==> src/rtl/ramp_sequencer_pkg.sv <==
// ramp_seq_pkg: state encoding and default widths shared by the ramp sequencer files
package ramp_seq_pkg;
   localparam int WIDTH_D = 8;
   localparam int DWELL_W_D = 8;
   localparam int CYC_W_D = 4;
   typedef enum logic [2:0] {IDLE, CLEAR, UP, DWELL_HI, DOWN, DWELL_LO, DONE} state_t;
endpackage

==> src/rtl/ramp_sequencer_if.sv <==
// ramp_sequencer_if: control, configuration and counter-side signals of the ramp sequencer
interface ramp_sequencer_if #(
   parameter int WIDTH = ramp_seq_pkg::WIDTH_D,
   parameter int DWELL_W = ramp_seq_pkg::DWELL_W_D,
   parameter int CYC_W = ramp_seq_pkg::CYC_W_D
);
   logic start;
   logic abort;
   logic [WIDTH-1:0] peak;
   logic [WIDTH-1:0] floor;
   logic [DWELL_W-1:0] dwell;
   logic [CYC_W-1:0] cycles;
   logic [WIDTH-1:0] counter_in;
   logic counter_rst;
   logic counter_en;
   logic counter_dir;
   logic busy;
   logic done;
   logic err;
   modport master (
      output start, abort, peak, floor, dwell, cycles, counter_in,
      input counter_rst, counter_en, counter_dir, busy, done, err
   );
   modport slave (
      input start, abort, peak, floor, dwell, cycles, counter_in,
      output counter_rst, counter_en, counter_dir, busy, done, err
   );
endinterface

==> src/rtl/ramp_sequencer_dwell_timer.sv <==
// dwell_timer: loadable down-counter flagging the final cycle of a dwell (0 behaves as 1)
module dwell_timer #(
   parameter int W = 8
) (
   input logic clk,
   input logic rst,
   input logic load,
   input logic [W-1:0] value,
   output logic expire
);
   logic [W-1:0] cnt;
   always_ff @(posedge clk or posedge rst)
      if (rst) cnt <= '0;
      else cnt <= load ? value : cnt - W'(cnt != '0);
   assign expire = cnt[W-1:1] == '0;
endmodule

==> src/rtl/ramp_sequencer.sv <==
// ramp_sequencer: drives an up/down counter through a programmed triangular ramp profile
module ramp_sequencer
   import ramp_seq_pkg::*;
#(
   parameter int WIDTH = WIDTH_D,
   parameter int DWELL_W = DWELL_W_D,
   parameter int CYC_W = CYC_W_D
) (
   input logic clk,
   input logic rst,
   ramp_sequencer_if.slave bus
);
   state_t state, nxt;
   logic [WIDTH-1:0] peak_l, floor_l;
   logic [DWELL_W-1:0] dwell_l;
   logic [CYC_W-1:0] left;
   logic at_peak, at_floor, last, bad, accept, load, expire;
   assign at_peak = bus.counter_in == peak_l;
   assign at_floor = bus.counter_in == floor_l;
   assign last = left <= CYC_W'(1);
   assign bad = floor_l > peak_l;
   assign accept = state == IDLE && bus.start && !bus.abort;
   always_ff @(posedge clk or posedge rst)
      if (rst) state <= IDLE;
      else state <= nxt;
   always_ff @(posedge clk or posedge rst)
      if (rst) begin
         peak_l <= '0;
         floor_l <= '0;
         dwell_l <= '0;
         left <= '0;
      end else if (accept) begin
         peak_l <= bus.peak;
         floor_l <= bus.floor;
         dwell_l <= bus.dwell;
         left <= bus.cycles == '0 ? CYC_W'(1) : bus.cycles;
      end else if (state == DOWN && at_floor && !bus.abort) left <= left - 1'b1;
   always_comb begin
      nxt = state;
      case (state)
         IDLE: nxt = bus.start ? CLEAR : IDLE;
         CLEAR: nxt = bad ? DONE : UP;
         UP: nxt = at_peak ? DWELL_HI : UP;
         DWELL_HI: nxt = expire ? DOWN : DWELL_HI;
         DOWN: nxt = at_floor ? (last ? DONE : DWELL_LO) : DOWN;
         DWELL_LO: nxt = expire ? UP : DWELL_LO;
         default: nxt = IDLE;
      endcase
      if (bus.abort) nxt = IDLE;
   end
   // one timer serves both turning points; it is reloaded on the entering edge
   assign load = (nxt == DWELL_HI && state != DWELL_HI) || (nxt == DWELL_LO && state != DWELL_LO);
   dwell_timer #(.W(DWELL_W)) u_timer (
      .clk(clk),
      .rst(rst),
      .load(load),
      .value(dwell_l),
      .expire(expire)
   );
   assign bus.counter_rst = state == CLEAR;
   assign bus.counter_en = !bus.abort && ((state == UP && !at_peak) || (state == DOWN && !at_floor));
   assign bus.counter_dir = state inside {CLEAR, UP, DWELL_HI};
   assign bus.busy = state != IDLE;
   assign bus.done = state == DONE;
   assign bus.err = state == DONE && bad;
endmodule

==> src/flat_wrapper.sv <==
// flat-port wrapper written by rule: the top's interface ports become plain ports
module ramp_sequencer_flat import ramp_seq_pkg::*;
#(
   parameter int WIDTH = WIDTH_D,
   parameter int DWELL_W = DWELL_W_D,
   parameter int CYC_W = CYC_W_D
)
  (clk, rst, bus_start, bus_abort, bus_peak, bus_floor, bus_dwell, bus_cycles, bus_counter_in, bus_counter_rst, bus_counter_en, bus_counter_dir, bus_busy, bus_done, bus_err);
  ramp_sequencer_if #(.WIDTH(WIDTH), .DWELL_W(DWELL_W), .CYC_W(CYC_W)) bus_i ();
  input logic clk;
  input logic rst;
  input wire logic [$bits(bus_i.start)-1:0] bus_start;
  input wire logic [$bits(bus_i.abort)-1:0] bus_abort;
  input wire logic [$bits(bus_i.peak)-1:0] bus_peak;
  input wire logic [$bits(bus_i.floor)-1:0] bus_floor;
  input wire logic [$bits(bus_i.dwell)-1:0] bus_dwell;
  input wire logic [$bits(bus_i.cycles)-1:0] bus_cycles;
  input wire logic [$bits(bus_i.counter_in)-1:0] bus_counter_in;
  output wire logic [$bits(bus_i.counter_rst)-1:0] bus_counter_rst;
  output wire logic [$bits(bus_i.counter_en)-1:0] bus_counter_en;
  output wire logic [$bits(bus_i.counter_dir)-1:0] bus_counter_dir;
  output wire logic [$bits(bus_i.busy)-1:0] bus_busy;
  output wire logic [$bits(bus_i.done)-1:0] bus_done;
  output wire logic [$bits(bus_i.err)-1:0] bus_err;
  assign bus_i.start = bus_start;
  assign bus_i.abort = bus_abort;
  assign bus_i.peak = bus_peak;
  assign bus_i.floor = bus_floor;
  assign bus_i.dwell = bus_dwell;
  assign bus_i.cycles = bus_cycles;
  assign bus_i.counter_in = bus_counter_in;
  assign bus_counter_rst = bus_i.counter_rst;
  assign bus_counter_en = bus_i.counter_en;
  assign bus_counter_dir = bus_i.counter_dir;
  assign bus_busy = bus_i.busy;
  assign bus_done = bus_i.done;
  assign bus_err = bus_i.err;
  ramp_sequencer #(.WIDTH(WIDTH), .DWELL_W(DWELL_W), .CYC_W(CYC_W)) u_core (.clk(clk), .rst(rst), .bus(bus_i));
endmodule
==> config.mk <==
export PLATFORM = sky130hd
export DESIGN_NAME = ramp_sequencer_flat
export DESIGN_NICKNAME = d
export VERILOG_FILES = /design/src/rtl/ramp_sequencer_pkg.sv /design/src/rtl/ramp_sequencer_if.sv /design/src/rtl/ramp_sequencer_dwell_timer.sv /design/src/rtl/ramp_sequencer.sv /design/src/flat_wrapper.sv
export SDC_FILE = /design/constraint.sdc
export NUM_CORES = 1
export LEC_CHECK = 0
export BUFFER_PORTS_ARGS = -buffer_cell sky130_fd_sc_hd__buf_2
export CAP_MARGIN = 20
export CORE_MARGIN = 2
export CORE_UTILIZATION = 45
export DETAILED_ROUTE_END_ITERATION = 12
export PLACE_DENSITY_LB_ADDON = 0.12
export SLEW_MARGIN = 20
export SYNTH_ARGS = -nofsm -noshare
export SYNTH_HDL_FRONTEND = slang
export SYNTH_HIERARCHICAL = 1
export SYNTH_SLANG_ARGS = --single-unit
==> constraint.sdc <==
create_clock -name clk -period 3.95 [get_ports clk]
set_clock_uncertainty 0.15 [all_clocks]
set_input_delay 0.1975 -clock clk [delete_from_list [all_inputs] [get_ports clk]]
set_output_delay 0.1975 -clock clk [all_outputs]
set_load 0.005 [all_outputs]
; Word level (Yosys, flattened, before mapping)
; Index checks and enable logic that the tools add are counted.
[classes]
n_lt_le_gt_ge = 2
n_mux = 13
reduce_logical = 22
eq_ne = 12
add_sub_neg = 2
[ops]
columns = cell, n
row1 = one-hot mux 3 bit (6 select lines), 1
row2 = equality test 8 bit, 2
row3 = 2-to-1 mux 3 bit, 5
row4 = equality test 3 bit (second input constant), 4
row5 = 2-to-1 mux 4 bit, 3
row6 = logical AND 1 bit, 10
row7 = equality test 3 x 2 -> 1 bit (second input constant), 3
row8 = greater-than comparator 8 bit, 1
row9 = 2-to-1 mux 8 bit, 1
row10 = nonzero test 8 bit, 1
row11 = subtractor 8 x 1 -> 8 bit, 1
row12 = zero test 7 bit, 1
row13 = nonzero test 3 bit, 2
row14 = <= comparator 4 x 1 -> 1 bit (second input constant), 1
row15 = zero test 4 bit, 1
row16 = subtractor 4 x 1 -> 4 bit (second input constant), 1
row17 = equality test 3 x 1 -> 1 bit (second input constant), 1
row18 = zero test 1 bit, 3
row19 = zero test 3 bit, 1
row20 = inequality test 3 x 2 -> 1 bit (second input constant), 1
row21 = inequality test 3 bit (second input constant), 1
row22 = logical OR 1 bit, 2
row23 = 2-to-1 mux 1 bit, 2
row24 = 2-to-1 mux 2 bit, 1
row25 = nonzero test 2 bit, 1
[word_totals]
in_bits = 40
wordCells = 57
out_inout_bits = 6
reg_bits = 39

; Logic depth before layout (Yosys ltp)
; Gate-level depths: netlist of run 1.
[logic_depth]
word_depth = 9
depth_mapped = 12
ltp_nobuf = 11

; Modules after synthesis
; Netlist of run 1, hierarchy kept.
[by_module_without_submodules]
columns = mod, instances, seq_area_each_um2, cells_per_inst, area_each_um2
row1 = ramp_sequencer, 1, 775.7, 172, 1866.8
row2 = dwell_timer, 1, 200.2, 53, 465.4

; Worst setup path before layout of run 1
; OpenSTA, ideal clock, no wires.
[synth_timing]
path_kind = register -> register
startpoint = register u_core.u_timer.cnt[4]
endpoint = register u_core.u_timer.cnt[0]
setup_ps = 133
setup_slack_ps = 1188
stages_incl_launch_ff = 10
period_less_slack_ps = 2762
n_path_buf = 2
required_time_ps = 3667
arrival_ps = 2479
cell_sequence = dfrtp_1 > or3_1 > nor3_1 > nand2_1 > o22a_2 > and3_1 > nor4b_2 > clkbuf_1 > clkbuf_1 > o21ai_0
[synth_via]
elab_chain_len = 8
elab_cells_between_ends = 13
classes_between = 1 x add/sub / 2 x eq/ne / 5 x mux / 5 x reduce/logical
[synth_rtl]
columns = item, line_no
row1 = from (decl), ramp_sequencer_dwell_timer.sv:11  ; logic [W-1:0] cnt;
row2 = from (signal assigned), ramp_sequencer_dwell_timer.sv:14  ; else cnt <= load ? value : cnt - W'(cnt != '0);
row3 = zero test 7 bit *, ramp_sequencer_dwell_timer.sv:15  ; assign expire = cnt[W-1:1] == '0;
row4 = net u_core.expire, ramp_sequencer.sv:17  ; logic at_peak, at_floor, last, bad, accept, load, expire;
row5 = 2-to-1 mux 3 bit (on tied branches), "ramp_sequencer.sv:46, ramp_sequencer.sv:44"
row6 = one-hot mux 3 bit (6 select lines) *, ramp_sequencer.sv:40  ; case (state)
row7 = 2-to-1 mux 3 bit *, ramp_sequencer.sv:49  ; if (bus.abort) nxt = IDLE;
row8 = equality test 3 x 2 -> 1 bit or equality test 3 bit (tied branches), ramp_sequencer.sv:52  ; assign load = (nxt == DWELL_HI && state != DWELL_HI) || (nxt == DWELL_LO && state != DWELL_LO);
row9 = logical AND 1 bit, ramp_sequencer.sv:52
row10 = logical OR 1 bit *, ramp_sequencer.sv:52
row11 = net u_core.load, ramp_sequencer.sv:17
row12 = 2-to-1 mux 8 bit *, ramp_sequencer_dwell_timer.sv:14
; The timed path passes the listed nets; every way through them passes the cells marked *.
; A chain may end at the register's enable or synchronous reset.

; Worst setup path in the final report of run 1
[layout_timing]
startpoint = register u_core.u_timer.cnt[5]
endpoint = register u_core.u_timer.cnt[7]
[layout_via]
elab_chain_len = 8
elab_cells_between_ends = 13
classes_between = 1 x add/sub / 2 x eq/ne / 5 x mux / 5 x reduce/logical
[layout_rtl]
columns = item, line_no
row1 = zero test 7 bit *, ramp_sequencer_dwell_timer.sv:15
row2 = net u_core.expire, ramp_sequencer.sv:17
row3 = 2-to-1 mux 3 bit (on tied branches), "ramp_sequencer.sv:46, ramp_sequencer.sv:44"
row4 = one-hot mux 3 bit (6 select lines) *, ramp_sequencer.sv:40
row5 = 2-to-1 mux 3 bit *, ramp_sequencer.sv:49
row6 = net u_core.nxt[0], ramp_sequencer.sv:13  ; state_t state, nxt;
row7 = equality test 3 x 2 -> 1 bit or equality test 3 bit (tied branches), ramp_sequencer.sv:52
row8 = logical AND 1 bit, ramp_sequencer.sv:52
row9 = logical OR 1 bit *, ramp_sequencer.sv:52
row10 = net u_core.load, ramp_sequencer.sv:17
row11 = 2-to-1 mux 8 bit *, ramp_sequencer_dwell_timer.sv:14
; Marks and branches as above.

==> summary.txt, run 1 <==
STA
  – Hold Vio Cnt, Final: 0
  – Upper clock frequency limit: ~0.33 GHz
  – Minimum clock period: approximately 3000 ps
  – Max-slew violations: 0
  – Hold WS: 9.156 ps
  – Worst Max-Slew Pin Slew: between 500 and 600 ps
  – Rel. slew slack: about 62%
  – Unrepaired setup endpoints after global routing: no
  – Post-Route Setup TNS: 0 ps
  – Part of the cycle the worst path needs: approximately 76%
  – Final Setup Violations: 0

CTS
  – H-tree levels: 2
  – Clk sink count: 39
  – Clock Tree Buf Depth: 2
  – CTS resizes: 0
  – Root Driver: clkbuf_8
  – Worst skew pair latency: about 280 ps
  – Reg clk slew, reported paths: 70 ps
  – Setup Buffers After CTS: 0
  – CTS Buf Count: 5
  – TritonCTS clock tree: yes

Floorplanning
  – # IOs: between 40 and 50
  – Core footprint: a little over 0.005 sq mm
  – Initial Util: 46.25%
  – Die Y: roughly 76 um
  – Row count: 26
  – Die Wd: roughly 76 um
  – Die area: ~0.0058 sq mm

Worst setup path
  – Crit path max-delay cell type: or4_1
  – Critical Path AT: roughly 3100 ps
  – Crit path max fanout: 19
  – Critical path type: reg -> reg
  – Critical path's most frequent cell: a21oi_1
  – Crit. End Element: flop
  – CP cell instances: or3_1 -> nor3_1 -> nand3b_1 -> a21oi_1 -> a41oi_1 -> a21oi_1 -> nor4b_2 -> buf_4 -> or4_1 -> nand3_1
  – CP delay by family, top: simple AND/OR/NAND/NOR gates
  – Largest stage delay on the critical path: around 500 ps
  – Crit path launch type: flop
  – Crit path buffers/inverters: 1
  – CP required: approximately 4000 ps

Drt
  – Drt drc: 0
  – Routed Antenna Nets: 0
  – Via density: approximately 4.9
  – 1st-pass router iterations: 4
  – Routed WL per cell: between 10 and 15 um
  – Wirelength, routed: approximately 4.6 mm
  – Iter 0 DRT Violations: 64
  – Via count: 1,799

Synth
  – Synth warnings: 6
  – Yosys reg bits: 39
  – Mean Syn Cell Area: roughly 10 sq um
  – Seq/Total Area, Yosys: approximately two fifths
  – Cells after Synth: 225
  – Syn nets: between 200 and 300
  – Cell area after synthesis: around 0.0023 sq mm
  – Netlist cell types: 39

Global routing
  – Largest net degree at the start of global routing: 32
  – First-pass GRT wire length: about 8.5 mm
  – GR peak layer: met2
  – GRT Total Usage: between 15 and 20%
  – Met3 usage: approximately 3.3%
  – Initial antenna violation count: 0
  – GR Overflow Total: 0
  – Met1 GRT Util: 24.94%
  – Vias in the first global route: about 1,900
  – Met2 Use GR: 29.02%

Pwr
  – Tot Pwr: approximately 1.8 mW
  – Power per cell area: approximately 590 mW/mm^2
  – Peak supply drop: between 0.2 and 0.3 mV
  – LEAKAGE: approximately 1.4 nW

Cells and area
  – Synth-to-Final Area Change: 28.33%
  – Proportion of layout cells with a drive suffix above 1: 30.87%
  – Post-layout nets: 350
  – Post-route cell area: between 0.002 and 0.003 sq mm
  – Number of diodes: 0
  – Core Util, Final: approximately three fifths
  – # fillers: 436

Worst hold path
  – Worst hold path class: in -> reg

Place
  – HPWL after detailed placement: around 3.4 mm
  – Placed instance area: ~0.0026 sq mm
  – Port buffer count: 45
  – Routability cong.: just under 0.8

Run
  – Max Cap Viol: 0

Outcome
  – Status: complete, no violations
[final timing paths]
path,cells after the start,start,to,slack (ps)
min reg2reg,2,u_core/dwell_l[0],u_core/u_timer/cnt[0],330
max reg2reg,10,u_core/u_timer/cnt[5],u_core/u_timer/cnt[7],950
max in group asynchronous,4,rst,u_core/floor_l[0],2950
min,2,bus_peak[4],u_core/peak_l[4],9
min in group asynchronous,3,rst,u_core/u_timer/cnt[7],260
max,10,u_core/u_timer/cnt[5],u_core/u_timer/cnt[7],950
[cell families after synthesis]
group | Yosys count | synth area share [%]
flip-flops | 39 | 41.85
AND/OR/NAND/NOR | 70 | 16.52
XOR/XNOR | 23 | 9.925
multiplexers | 25 | 12.07
buffers and inverters | 23 | 3.970
adder cells (fa/ha/maj) | 13 | 6.974
AO/OA/AOI/OAI | 32 | 8.692
[cell type report]
cell class | count | area [sq um] | share of cell area, %
multi-input cells | 163 | 1264 | 42.22
flip-flops and latches | 39 | 975.9 | 32.61
repair buffers | 72 | 488.0 | 16.30
well taps | 70 | 87.58 | 2.926
clock buffers | 6 | 82.58 | 2.759
inverters | 16 | 60.06 | 2.007
clock inverters | 2 | 35.03 | 1.171
[cell usage in the layout (no fill, tap or decap), types with 4 or more instances in the layout]
master,count
clkbuf_8,6
inv_1,16
dlygate4sd3_1,24
ha_1,13
buf_2,45
nand2_1,18
o21ai_0,10
nor3_1,5
dfrtp_1,39
mux2_2,25
xor2_1,10
a21oi_1,13
xnor2_1,9
nand3_1,5
nor2_1,17
xnor2_2,4
[power breakdown]
group	switching [mW]	leakage, nW	internal, mW	total, mW
clock network	0.133	0.0612	0.204	0.337
logic	0.322	0.851	0.380	0.702
registers	0.163	0.460	0.571	0.735
total	0.618	1.37	1.16	1.77
[metal layers]
layer | vias up | share of wire, %
li1 | 927 | -
met1 | 831 | 50
met2 | 34 | 45
met3 | 7 | 3.7
met4 | 0 | 1.3
met5 | - | 0
[Yosys cell counts]
cell type | count | area share, %
nor4_1 | 1 | 0.27
o211ai_1 | 1 | 0.32
or4b_4 | 1 | 0.59
inv_1 | 16 | 2.6
a21oi_1 | 13 | 2.8
or4_1 | 2 | 0.64
mux2_2 | 25 | 12
nand4_1 | 3 | 0.80
nor4b_2 | 1 | 0.64
nand2b_1 | 3 | 0.80
a211o_1 | 1 | 0.38
xor2_1 | 10 | 3.8
o221a_2 | 1 | 0.48
nand4b_1 | 1 | 0.38
nand2_1 | 18 | 2.9
nor2b_1 | 3 | 0.80
nor4_4 | 1 | 0.91
dfrtp_1 | 39 | 42
o221ai_1 | 1 | 0.38
nor2_1 | 17 | 2.7
and2_1 | 1 | 0.27
o21ai_0 | 10 | 2.1
xnor2_2 | 4 | 2.8
o22a_2 | 1 | 0.43
nand4_2 | 1 | 0.54
nand3_1 | 5 | 1.1
or3_1 | 2 | 0.54
a41o_1 | 1 | 0.43
buf_2 | 5 | 1.1
a41oi_1 | 1 | 0.38
clkbuf_1 | 2 | 0.32
nor3_1 | 5 | 1.1
and3_1 | 1 | 0.27
nor3b_1 | 3 | 0.97
xnor2_1 | 9 | 3.4
nand3b_1 | 1 | 0.32
o41ai_2 | 1 | 0.70
a31oi_1 | 1 | 0.27
ha_1 | 13 | 7.0
[per-stage QoR]
step                      worst slack (ps)  instances
after global placement                1022        336
final                                947.4        368
after CTS                            932.6        368
after global routing                 760.7        368
after detailed placement             958.6        336
after floorplan                       1188        225
[timing repair]
action | in CTS | in global routing
hold buffers | 24 | 0
setup endpoints to repair | 0 | 0
endpoints found under the hold margin | 62 | 0
[registers in the layout, summed over array words and instances, names as in the netlist]
signal              cells
u_core/u_timer/cnt      8
u_core/peak_l           8
u_core/state            3
u_core/dwell_l          8
u_core/floor_l          8
u_core/left             4
Power figures use the tool's default switching activity.
==> run 2, diff against run 1 <==
Clock period 3.95 ns to 2.95 ns, I/O delays scaled along.
==> run 2 against run 1 <==
Via count increased by 3.9%. Largest cell class unchanged. Fmax rose by 11%. Sequential share of layout area fell by 0.73 points. Largest power group is now combinational cells.
==> summary.txt, run 2 (synthesis results as in run 1) <==
Cells and area
  – Post-layout nets: 360 (+2.9%)
  – Most frequent cells in the layout: 45 x buf_2, 39 x dfrtp_1, 29 x dlygate4sd3_1, 25 x mux2_2, 18 x nand2_1
  – Number of diodes: 0 (unchanged)
  – Core Util, Final: 60.72% (+1.4 points)
  – Post-route cell area: 0.003062 sq mm (+2.3%)
  – Synth-to-Final Area Change: 31.28%
  – Proportion of layout cells with a drive suffix above 1: 32.14% (+1.3 points)
  – Commonest non-fill, non-tap cell in the layout: buf_2
  – # fillers: 461 (+5.7%)

CTS
  – H-tree levels: 2 (unchanged)
  – Worst skew pair latency: 290 ps (about the same)
  – Clock Tree Buf Depth: 2 (unchanged)
  – Clk sink count: 39 (unchanged)
  – Reg clk slew, reported paths: 80 ps (about the same)
  – CTS Buf Count: 5 (unchanged)
  – TritonCTS clock tree: yes
  – Root Driver: clkbuf_8

STA
  – Upper clock frequency limit: 0.3700 GHz (+11%)
  – Part of the cycle the worst path needs: 91.62% (+16 points)
  – Unrepaired setup endpoints after global routing: no
  – Minimum clock period: 2703 ps (-299.7 ps)
  – Final Setup Violations: 0 (unchanged)
  – Rel. slew slack: 69.89% (+7.5 points)
  – Hold Vio Cnt, Final: 0 (unchanged)
  – Worst Max-Slew Pin Slew: 447.6 ps (-112.5 ps)
  – Post-Route Setup TNS: 0 ps (unchanged)
  – Max-slew violations: 0 (unchanged)

Worst setup path
  – R2r endpoint: u_core/u_timer/cnt[7]
  – R2R depth: 11 (+1)
  – CP required: 3030 ps (-990 ps)
  – Crit path launch type: flop
  – Critical path type: reg -> reg
  – Crit path max fanout: 7 (-12)
  – R2r startpoint: u_core/u_timer/cnt[5]
  – Critical Path AT: 2780 ps (-300 ps)
  – Crit. End Element: flop
  – FF-to-FF setup slack: 250 ps (-700 ps)

Global routing
  – GR Overflow Total: 0 (unchanged)
  – Vias in the first global route: 1,820 (-2.9%)
  – Largest net degree at the start of global routing: 32 (unchanged)
  – First-pass GRT wire length: 8.114 mm (-4.1%)
  – GRT Total Usage: 17.45% (-0.56 points)
  – Initial antenna violation count: 0 (unchanged)

Drt
  – Iter 0 DRT Violations: 91 (+42%)
  – Routed WL per cell: 12.46 um (+0.12%)
  – Via density: 4.947 (+1.2%)
  – Routed Antenna Nets: 0 (unchanged)
  – Wirelength, routed: 4.711 mm (+2.8%)
  – 1st-pass router iterations: 4 (unchanged)
  – Drt drc: 0 (unchanged)
  – Via count: 1,870 (+3.9%)

Outcome
  – Status: complete, no violations

Worst hold path
  – Hold Path Depth: 3 (+1)
  – Worst hold start: bus_abort
  – Worst min-delay path endpoint: u_core/state[1]
  – Worst hold path class: in -> reg

Place
  – Placed instance area: 0.002650 sq mm (+0.57%)
  – Routability cong.: 0.7902 (-0.64%)
  – HPWL after detailed placement: 3.432 mm (+0.39%)
  – Port buffer count: 45 (unchanged)

Pwr
  – LEAKAGE: 1.400 nW (+2.1%)
  – Peak supply drop: 0.4314 mV (+49%)
  – Power per cell area: 754.8 mW/mm^2 (+27%)

Floorplanning
  – Die Wd: 75.99 um (unchanged)
  – Die Y: 75.99 um (unchanged)
  – # IOs: 46 (unchanged)
  – Die area: 0.005774 sq mm (unchanged)
  – Initial Util: 46.25% (unchanged)
  – Core footprint: 0.005042 sq mm (unchanged)
  – Row count: 26 (unchanged)

Run
  – Max Cap Viol: 0 (unchanged)
## run 2: how the worst max path moves through the flow
stage                          startpoint                    end  slack, ps  cells past startpoint
global placement    u_core/u_timer/cnt[4]  u_core/u_timer/cnt[7]        220                     11
CTS                 u_core/u_timer/cnt[4]  u_core/u_timer/cnt[7]        150                     11
detailed placement  u_core/u_timer/cnt[4]  u_core/u_timer/cnt[7]        180                     11
floorplan           u_core/u_timer/cnt[4]  u_core/u_timer/cnt[0]        190                      9
global route        u_core/u_timer/cnt[5]  u_core/u_timer/cnt[7]         40                     11
finish              u_core/u_timer/cnt[5]  u_core/u_timer/cnt[7]        250                     11
## run 2: through the flow
| step | instances | hold WS [ps] | setup slack, ps | power (mW) |
|---|---|---|---|---|
| 5_1_grt | 378 | 155.8 | 43.32 | 2.530 |
| 3_5_place_dp | 338 | -20.71 | 177.2 | 1.917 |
| 3_3_place_gp | 338 | -20.82 | 220.4 | 1.895 |
| 4_1_cts | 375 | 109.3 | 154.2 | 2.315 |
| 2_1_floorplan | 225 | -186.8 | 187.9 | 1.675 |
| 6_report | 378 | 124.9 | 247.1 | 2.311 |
## run 2: area by class of cell
| class | count | area (sq um) | share of cell area [%] |
|---|---|---|---|
| clock buffers | 5 | 68.82 | 2.248 |
| clock inverters | 3 | 20.02 | 0.6539 |
| inverters | 16 | 60.06 | 1.962 |
| multi-input cells | 163 | 1274 | 41.60 |
| flip-flops and latches | 39 | 975.9 | 31.88 |
| well taps | 70 | 87.58 | 2.861 |
| repair buffers | 82 | 575.6 | 18.80 |
## run 2: per-layer routing
metal  wire [um]  up-vias  GRT usage, %
met5           0        -             0
met4          31        0         4.909
met3         247        4         4.739
met2        2123       43         26.79
met1        2308      871         24.50
li1            -      952             -
## run 2: where the power goes
group,internal (mW),switching (mW)
logic,0.540,0.450
registers,0.765,0.207
clock network,0.164,0.184
## run 2: worst max-delay path, cell delays in order, from the launching register on
cell and delay [ps]:
dfrtp_1 400, or3_4 400, nor3_2 160, buf_4 160, nand3b_1 120, a21oi_1 70, a41oi_1 170, a21oi_1 100
nor4b_2 160, buf_4 160, or4_1 490, nand3_1 90
## run 2: timing repair
item | CTS | global route
endpoints found under the hold margin | 67 | 0
setup endpoints to repair | 0 | 2
hold buffers | 29 | 0
buffers inserted | 0 | 3
gates resized for setup | 0 | 2
==> run 3, diff against run 2 <==
Settings changed: ABC_AREA set to 1, CTS_CLUSTER_DIAMETER set to 60, HOLD_SLACK_MARGIN set to 0.05.
==> run 3 against run 2 <==
Register-to-register slack improved by 460 ps. Fmax is 21% higher. Critical endpoint is now u_core/u_timer/cnt[4]. Utilization is 2.2 points lower. Flip-flop and latch count unchanged. First-iteration DRC count shrank 19%. Area after synthesis increased by 6.7%.
==> summary.txt, run 3 <==
Global routing
  – GR Overflow Total: 0 (unchanged)
  – Initial antenna violation count: 0 (unchanged)
  – Largest net degree at the start of global routing: 38 (+19%)
  – Vias in the first global route: 2,091 (+15%)
  – First-pass GRT wire length: 9.094 mm (+12%)
  – GRT Total Usage: 18.95% (+1.5 points)

Floorplanning
  – Die Wd: 78.37 um (+3.1%)
  – # IOs: 46 (unchanged)
  – Row count: 27 (+3.8%)
  – Core footprint: 0.005439 sq mm (+7.9%)
  – Die Y: 78.37 um (+3.1%)
  – Initial Util: 45.76% (-0.50 points)
  – Die area: 0.006141 sq mm (+6.3%)

Synth
  – Syn nets: 403 (+45%)
  – Post-synthesis cell type with the largest combined area: dfrtp_1
  – Cell area after synthesis: 0.002489 sq mm (+6.7%)
  – Cells after Synth: 350 (+56%)
  – Asr flop ratio synth: 100.0% (unchanged)
  – Most frequent cells after synthesis: 124 x nand2_1, 51 x inv_1, 39 x dfrtp_1
  – Seq/Total Area, Yosys: 39.22% (-2.6 points)
  – Synth top area cells: dfrtp_1 39%, nand2_1 19%, inv_1 7.7%
  – Netlist cell types: 26 (-33%)
  – Top_reg_cell synth: dfrtp_1
  – Count leader, synth: nand2_1
  – Post-synth EDFFs: 0 (unchanged)
  – Synth warnings: 6 (unchanged)
  – Yosys reg bits: 39 (unchanged)
  – Mean Syn Cell Area: 7.110 sq um (-31%)
  – Synth top area share: 39.22% (-2.6 points)

STA
  – Upper clock frequency limit: 0.4460 GHz (+21%)
  – Post-Route Setup TNS: 0 ps (unchanged)
  – Unrepaired setup endpoints after global routing: no
  – Final Setup Violations: 0 (unchanged)
  – Worst Max-Slew Pin Slew: 542.8 ps (+95.21 ps)
  – Part of the cycle the worst path needs: 76.01% (-16 points)
  – Max-slew violations: 0 (unchanged)
  – Fin worst setup slack: 707.7 ps (+460.7 ps)
  – Minimum clock period: 2242 ps (-460.7 ps)
  – Hold Vio Cnt, Final: 0 (unchanged)
  – Rel. slew slack: 63.76% (-6.1 points)

Worst setup path
  – Critical path's most frequent cell: nand2_1
  – Largest stage delay on the critical path: 360 ps (-130 ps)
  – Critical Path AT: 2270 ps (-510 ps)
  – CP delay by family, top: simple AND/OR/NAND/NOR gates
  – Crit. End Element: flop
  – Crit path buffers/inverters: 5 (+3)
  – CP cell instances: inv_1 -> ha_1 -> nand2_1 -> inv_1 -> o21ai_0 -> nand2_1 -> nand2_1 -> nand2_1 -> nand3_1 -> nand2_1 -> nand2_1 -> nand2_1 -> inv_1 -> nor2_1 -> buf_4 -> inv_1 -> nor2_1 -> a21oi_1
  – Crit path max-delay cell type: dfrtp_1
  – Critical path type: reg -> reg
  – Crit path max fanout: 12 (+5)
  – CP required: 2970 ps (-60 ps)
  – Crit path launch type: flop

Pwr
  – Clock Power Share: 18.7% (+3.6 points)
  – Switching Fraction: 40.55% (+4.1 points)
  – Power per cell area: 879.4 mW/mm^2 (+17%)
  – Peak supply drop: 0.4094 mV (-5.1%)
  – LEAKAGE: 1.740 nW (+24%)
  – Tot Pwr: 2.800 mW (+21%)
  – Combinational Power Share: 45.6% (+2.8 points)
  – Flop pwr share: 35.7% (-6.4 points)
  – Sw Pwr: 1.136 mW (+35%)
  – Power Internal: 1.665 mW (+13%)

Worst hold path
  – Worst hold path class: in -> reg

CTS
  – Clk sink count: 39 (unchanged)
  – CTS resizes: 0 (unchanged)
  – TritonCTS clock tree: yes
  – CTS Buf Count: 5 (unchanged)
  – Reg clk slew, reported paths: 80 ps (about the same)
  – Hold bufs inserted after CTS: 27 (-6.9%)
  – Clock Tree Buf Depth: 2 (unchanged)
  – Setup Buffers After CTS: 0 (unchanged)
  – H-tree levels: 2 (unchanged)
  – Root Driver: clkbuf_8
  – Worst skew pair latency: 290 ps (about the same)

Place
  – Port buffer count: 45 (unchanged)
  – Post-Place Setup Slack: 708.0 ps (+530.8 ps)
  – Routability cong.: 0.7844 (-0.73%)
  – HPWL after detailed placement: 3.909 mm (+14%)

Drt
  – Via count: 2,204 (+18%)
  – Routed Antenna Nets: 0 (unchanged)
  – Drt drc: 0 (unchanged)
  – Via density: 4.426 (-11%)
  – Routed WL per cell: 10.54 um (-15%)
  – Wirelength, routed: 5.248 mm (+11%)
  – Iter 0 DRT Violations: 74 (-19%)
  – 1st-pass router iterations: 4 (unchanged)

Cells and area
  – Synth-to-Final Area Change: 27.95%
  – Multi-input logic area: 0.001269 sq mm (-0.39%)
  – Post-layout nets: 478 (+33%)
  – Register area: 975.9 sq um (unchanged)
  – # fillers: 523 (+13%)
  – Commonest non-fill, non-tap cell in the layout: nand2_1
  – Number of diodes: 0 (unchanged)
  – Proportion of layout cells with a drive suffix above 1: 16.67% (-15 points)
  – Most frequent cells in the layout: 124 x nand2_1, 51 x inv_1, 45 x buf_2, 39 x dfrtp_1, 28 x nor2_1

Run
  – Max Cap Viol: 0 (unchanged)

Outcome
  – Status: complete, no violations
run 3: cell types whose count changed after synthesis, moves of 4 or more:
cell | before | now
xnor2_2 | 4 | 0
o21ai_0 | 10 | 24
nand2_1 | 18 | 124
mux2_2 | 25 | 0
nor2_1 | 17 | 28
o21ai_1 | 0 | 5
nor2_2 | 0 | 5
a21oi_1 | 13 | 8
nand3_1 | 5 | 13
inv_1 | 16 | 51
buf_4 | 0 | 4
xor2_1 | 10 | 2
run 3: cell type report:
cell class / count / area share [%]
clock inverters: 2 / 1.886
well taps: 72 / 2.829
flip-flops and latches: 39 / 30.65
multi-input cells: 251 / 39.84
repair buffers: 75 / 16.27
clock buffers: 6 / 2.279
inverters: 53 / 6.248
run 3: cells by family after synthesis:
kind of cell             Yosys count  share of synthesized area (%)
adder cells (fa/ha/maj)           13                          6.536
flip-flops                        39                          39.22
AND/OR/NAND/NOR                  186                          31.93
AO/OA/AOI/OAI                     42                          9.000
buffers and inverters             60                          9.804
XOR/XNOR                          10                          3.520
run 3: final timing paths:
path / end / cells after the start / slack (ps) / startpoint
worst min register to register: u_core/dwell_l[5] / 2 / 330 / u_core/dwell_l[5]
min in group asynchronous: u_core/u_timer/cnt[0] / 3 / 190 / rst
worst max-delay path: u_core/u_timer/cnt[4] / 18 / 710 / u_core/peak_l[3]
worst max register to register: u_core/u_timer/cnt[4] / 18 / 710 / u_core/peak_l[3]
max in group asynchronous: u_core/peak_l[7] / 4 / 2010 / rst
worst min-delay path: u_core/left[1] / 5 / 60 / bus_cycles[1]
run 3: per-stage QoR:
step / hold WS (ps) / area (sq um) / utilization (%) / std cells
floorplan: -186.8 / 2489 / - / 350
global placement: -32.50 / 2781 / 51.14 / 463
detailed placement: -29.77 / 2781 / 51.14 / 463
CTS: 55.74 / 3184 / 58.55 / 498
global route: 79.06 / 3184 / 58.55 / 498
finish: 62.48 / 3184 / 58.55 / 498
run 3: power groups by stage:
stage	combinational, mW	sequential, mW	clock [mW]
2_1_floorplan	1.00	0.962	0
3_3_place_gp	1.24	1.01	0
3_5_place_dp	1.25	1.01	0
4_1_cts	1.29	1.00	0.544
5_1_grt	1.52	1.04	0.561
6_report	1.28	0.999	0.525
run 3: worst min-delay path, cell delays in order:
cell     delay [ps]
buf_2            90
nand2_1          50
o21ai_0          70
nand2_1          50
o21ai_0          70
run 3: per-layer routing:
layer | track usage, % | up-vias | wire, um
met2 | 28.71 | 45 | 2176
li1 | - | 1224 | -
met3 | 3.908 | 5 | 214
met5 | 0 | - | 0
met1 | 27.35 | 930 | 2799
met4 | 5.789 | 0 | 57
